[config.mk]
export PLATFORM = sky130hd
export DESIGN_NAME = ppe_req_tracker_w512
export DESIGN_NICKNAME = d
export VERILOG_FILES = /design/src/rtl/ppe_pkg.sv /design/src/rtl/ppe_req_tracker_w512_decoder.sv /design/src/rtl/ppe_req_tracker_w512.sv
export SDC_FILE = /design/constraint.sdc
export NUM_CORES = 2
export LEC_CHECK = 0
export CAP_MARGIN = 20
export CELL_PAD_IN_SITES_DETAIL_PLACEMENT = 1
export CELL_PAD_IN_SITES_GLOBAL_PLACEMENT = 1
export CORE_ASPECT_RATIO = 1.5
export CORE_MARGIN = 2
export CORE_UTILIZATION = 40
export CTS_CLUSTER_DIAMETER = 40
export DETAILED_ROUTE_END_ITERATION = 16
export PLACE_DENSITY_LB_ADDON = 0.1
export SYNTH_ARGS = -nofsm -noshare
export SYNTH_HDL_FRONTEND = slang
export SYNTH_HIERARCHICAL = 1
export SYNTH_SLANG_ARGS = --single-unit
[constraint.sdc]
create_clock -name clk -period 6.3 [get_ports clk]
set_input_delay 0.945 -clock clk [delete_from_list [all_inputs] [get_ports clk]]
set_output_delay 0.945 -clock clk [all_outputs]
set_load 0.01 [all_outputs]
[src/rtl/ppe_pkg.sv]
// Constants shared by the 512-entry programmable priority encoder and its
// request tracker.
package ppe_pkg;
    localparam int PPE_W    = 512;
    localparam int PPE_IDXW = 9;
    localparam int PPE_CNTW = 10;
endpackage

[src/rtl/ppe_req_tracker_w512_decoder.sv]
// Combinational index-to-one-hot decoder with enable; the inverse of the
// encoder's 512-to-9 stage.
module decoder_9_to_512
    import ppe_pkg::*;
#(
    parameter int W    = PPE_W,
    parameter int IDXW = PPE_IDXW
) (
    input  logic            en,
    input  logic [IDXW-1:0] idx,
    output logic [W-1:0]    oh
);

    always_comb begin
        oh = '0;
        if (en) begin
            oh[idx] = 1'b1;
        end
    end

endmodule

[src/rtl/ppe_req_tracker_w512.sv]
// Pending-request bitmap feeding the priority encoder: arrivals set bits,
// returned grants retire them, with an incremental count and sticky errors.
module ppe_req_tracker_w512
    import ppe_pkg::*;
#(
    parameter int W    = PPE_W,
    parameter int IDXW = PPE_IDXW,
    parameter int CNTW = PPE_CNTW
) (
    input  logic            clk,
    input  logic            rst,
    input  logic            set_valid,
    input  logic [IDXW-1:0] set_idx,
    input  logic            gnt_valid,
    input  logic [IDXW-1:0] gnt_idx,
    input  logic            err_clr,
    output logic [W-1:0]    req,
    output logic [CNTW-1:0] pend_cnt,
    output logic            empty,
    output logic            full,
    output logic            err_dup,
    output logic            err_spur
);

    logic [W-1:0]    set_oh;
    logic [W-1:0]    gnt_oh;
    logic [W-1:0]    req_next;
    logic [CNTW-1:0] cnt_next;
    logic            set_hit;
    logic            gnt_hit;
    logic            same_idx;
    logic            add;
    logic            retire;
    logic            dup_evt;
    logic            spur_evt;

    decoder_9_to_512 #(.W(W), .IDXW(IDXW)) u_set_dec (
        .en  (set_valid),
        .idx (set_idx),
        .oh  (set_oh)
    );

    decoder_9_to_512 #(.W(W), .IDXW(IDXW)) u_gnt_dec (
        .en  (gnt_valid),
        .idx (gnt_idx),
        .oh  (gnt_oh)
    );

    // A grant and a set on the same pending bit cancel: retire old, re-arm new.
    always_comb begin
        set_hit  = |(req & set_oh);
        gnt_hit  = |(req & gnt_oh);
        same_idx = |(set_oh & gnt_oh);
        add      = set_valid & ~set_hit;
        retire   = gnt_hit & ~same_idx;
        dup_evt  = set_hit & ~same_idx;
        spur_evt = gnt_valid & ~gnt_hit;
        req_next = (req & ~gnt_oh) | set_oh;
        cnt_next = pend_cnt + {{(CNTW-1){1'b0}}, add} - {{(CNTW-1){1'b0}}, retire};
    end

    always_ff @(posedge clk) begin
        if (rst) begin
            req      <= '0;
            pend_cnt <= '0;
            empty    <= 1'b1;
            full     <= 1'b0;
            err_dup  <= 1'b0;
            err_spur <= 1'b0;
        end else begin
            req      <= req_next;
            pend_cnt <= cnt_next;
            empty    <= (cnt_next == '0);
            full     <= (cnt_next == CNTW'(W));
            err_dup  <= (err_dup & ~err_clr) | dup_evt;
            err_spur <= (err_spur & ~err_clr) | spur_evt;
        end
    end

endmodule

==> results.yml <==
status:
  status: "complete, but fails checks"
  violations: "negative setup slack"
die:
  die_area_mm2: 0.0894
  die_h_um: 365
  placement_rows: 132
  floorplan.core_area_mm2: 0.0862
  pin_count: 549
  die_width_um: 245
  start_util: 0.404
placed_design:
  place_inst: 7123
  place_hpwl_um: 155000
  dp_slack_ns: -1.11
  gp_congestion: 1.03
  place_area_mm2: 0.0510
  portBuffers: 548
detailed_routing:
  ant_nets: 0
  dr.pass1.iters: 6
  totalWireLength_um: 218000
  drc: 0
  vias: 50001
  routedWlPerCell_um: 29.9
  drt_iter0_drc: 5294
  via_per_inst: 6.84
synthesis:
  synth_area_leaders: "dfxtp_1 (30%), nor4_1 (17%), a21oi_1 (7.4%)"
  syn_area_mm2: 0.0348
  yosys.area.top_type: "dfxtp_1"
  yosys.area_share.simple: 0.304
  ys_ff_latch: 526
  synth_top_family_by_area: "simple AND/OR/NAND/NOR gates"
  synthMuxAreaShare: 0
  synth-edff-count: 0
  syn_avg_cell_area_um2: 7.46
  async_flop_share: 0
  ys_seq_area_frac: 0.303
  yosys.area.top_type_share: 0.303
  synth-compound-area-share: 0.267
  yosys_most_used_dff: "dfxtp_1"
  synthCells: 4664
  synthAdderAreaFrac: 0.00417
  synthesis.nets: 4698
  synth-xor-area-share: 0.00151
  synth_cell_types: 45
  synth.most_common_cell: "nor4_1"
  yosys-top-cells-count: "nor4_1 (933), nor2_1 (527), dfxtp_1 (526), inv_1 (526), a21oi_1 (515)"
  ys_warn_count: 6
critical_path:
  critPathCaptureType: "flop"
  cp_top_family: "simple AND/OR/NAND/NOR gates"
  worst_path_max_delay_cell: "nor4_1"
  cp.required_ns: 6.93
  critPathBufInv: 9
  worstPathMaxFanout: 16
  crit_arrival_ns: 7.00
  critPathMaxStageDelay_ns: 0.58
  cp_common_cell: "buf_4"
  start_kind: "input pin"
  crit_type: "input pin to flop"
sta:
  drv_slew: 0
  hold_ws_ns: 0.549
  final_hold_viol_count: 0
  tightest_slew_ns: 1.09
  fin_skew_ns: 0.0317
  fin_crit_ns: 6.37
  max_freq_mhz: 157
  relSlewSlack: 0.266
  finalSetupViolations: 2
  min_period_over_period: 1.01
  fin_ws_ns: -0.0682
grt:
  grtUsageTotal: 0.463
  grt_max_degree: 137
  grt_pass1_wl_um: 317000
  overflow: 0
  antenna_found_initial: 18
  grt_pass1_vias: 51564
finish:
  drive_above_1_share: 0.273
  area_delta_synth_final_pct: 57.6
  fin_area_mm2: 0.0548
  nets: 6127
  instances_no_fill: 7315
clocking:
  cts-htree-levels: 3
  insertion_delay_ns: 0.72
  cts_sinks: 526
  cts.path.max_buffers: 3
  cts.clk_slew.worst_paths_ns: 0.05
  cts_buffers: 92
  cts_tree: "done"
  cts_root_buffer: "clkbuf_16"
job:
  cap_violations: 0
worst_hold_path:
  hold_class: "flop to flop"
pwr:
  p_leak_uw: 0.0193
  finalPower_uw: 10400
  vdd_drop_max_mv: 0.309
  pwr_density_cell_mw_per_mm2: 190
## power breakdown
part           switching (µW)  leakage (µW)  internal [µW]
logic                     997        0.0135            696
clock network            2080       0.00154           3230
registers                33.1       0.00424           3360
## what timing repair did
item                                    4_1_cts  5_1_grt
endpoints found under the setup margin        4        7
setup buffers                                 0       12
hold buffers                                  0        0
resized for setup                            18       73
gates cloned                                  0        3
pin swaps                                     5       26
## tightest hold or removal path, delay by kind of cell, from the launching register on
family,cells,cell delay (ns)
AOI/OAI and AO/OA,1,0.08
and+or+nand+nor,1,0.06
DFF,1,0.37
## per-layer routing
layer,track usage,up-vias,wire length [µm]
li1,-,20905,-
met1,0.496,24275,75400
met2,0.758,3398,98900
met3,0.135,1397,22900
met4,0.377,26,21000
met5,0,-,172
## registers in the layout, indices dropped and copies added, names as in the netlist
| register | flops |
|---|---|
| req | 512 |
| pend_cnt | 10 |
| empty | 1 |
| err_dup | 1 |
| err_spur | 1 |
| full | 1 |
## cell usage in the layout, fill, tap and decap left out, types with 98 or more instances in the layout
cell type        count
nor4_2             127
a22o_1             261
inv_1              526
a22oi_1            246
buf_12             139
clkbuf_16           98
a21oi_1            515
buf_4             1138
nand4_1            102
nor2_1             527
clkdlybuf4s50_1    531
dfxtp_1            526
nor4_1             916
a221oi_1           213
## final cells by class
cell class | instances | area [µm²]
fill | 10399 | 31400
multi-input combinational | 3108 | 20600
timing repair buffer | 1839 | 17100
sequential | 526 | 10500
clock buffer | 106 | 2480
inverter | 526 | 1970
tap | 1139 | 1430
clock inverter | 64 | 704
antenna | 7 | 17.5
## metrics by stage
| step | util | TNS (ns) |
|---|---|---|
| 2_1_floorplan | - | 0 |
| 3_3_place_gp | 0.591 | -6.21 |
| 3_5_place_dp | 0.591 | -6.00 |
| 4_1_cts | 0.630 | 0 |
| 5_1_grt | 0.636 | -0.511 |
| 6_report | 0.636 | -0.118 |
## path summary, 6_finish.rpt
check,from,to,slack [ns],cells past startpoint
max,set_idx[4],full,-0.07,29
min,req[495],req[495],0.55,2
max reg2reg,req[415],full,0.75,22
min reg2reg,req[495],req[495],0.55,2
## logic make-up after synthesis
family          after synthesis
compound gates             1303
xor+xnor                      6
fa+ha+maj                    11
buf+inv                    1030
flops                       526
simple gates               1788
(Power assumes the default switching activity.)
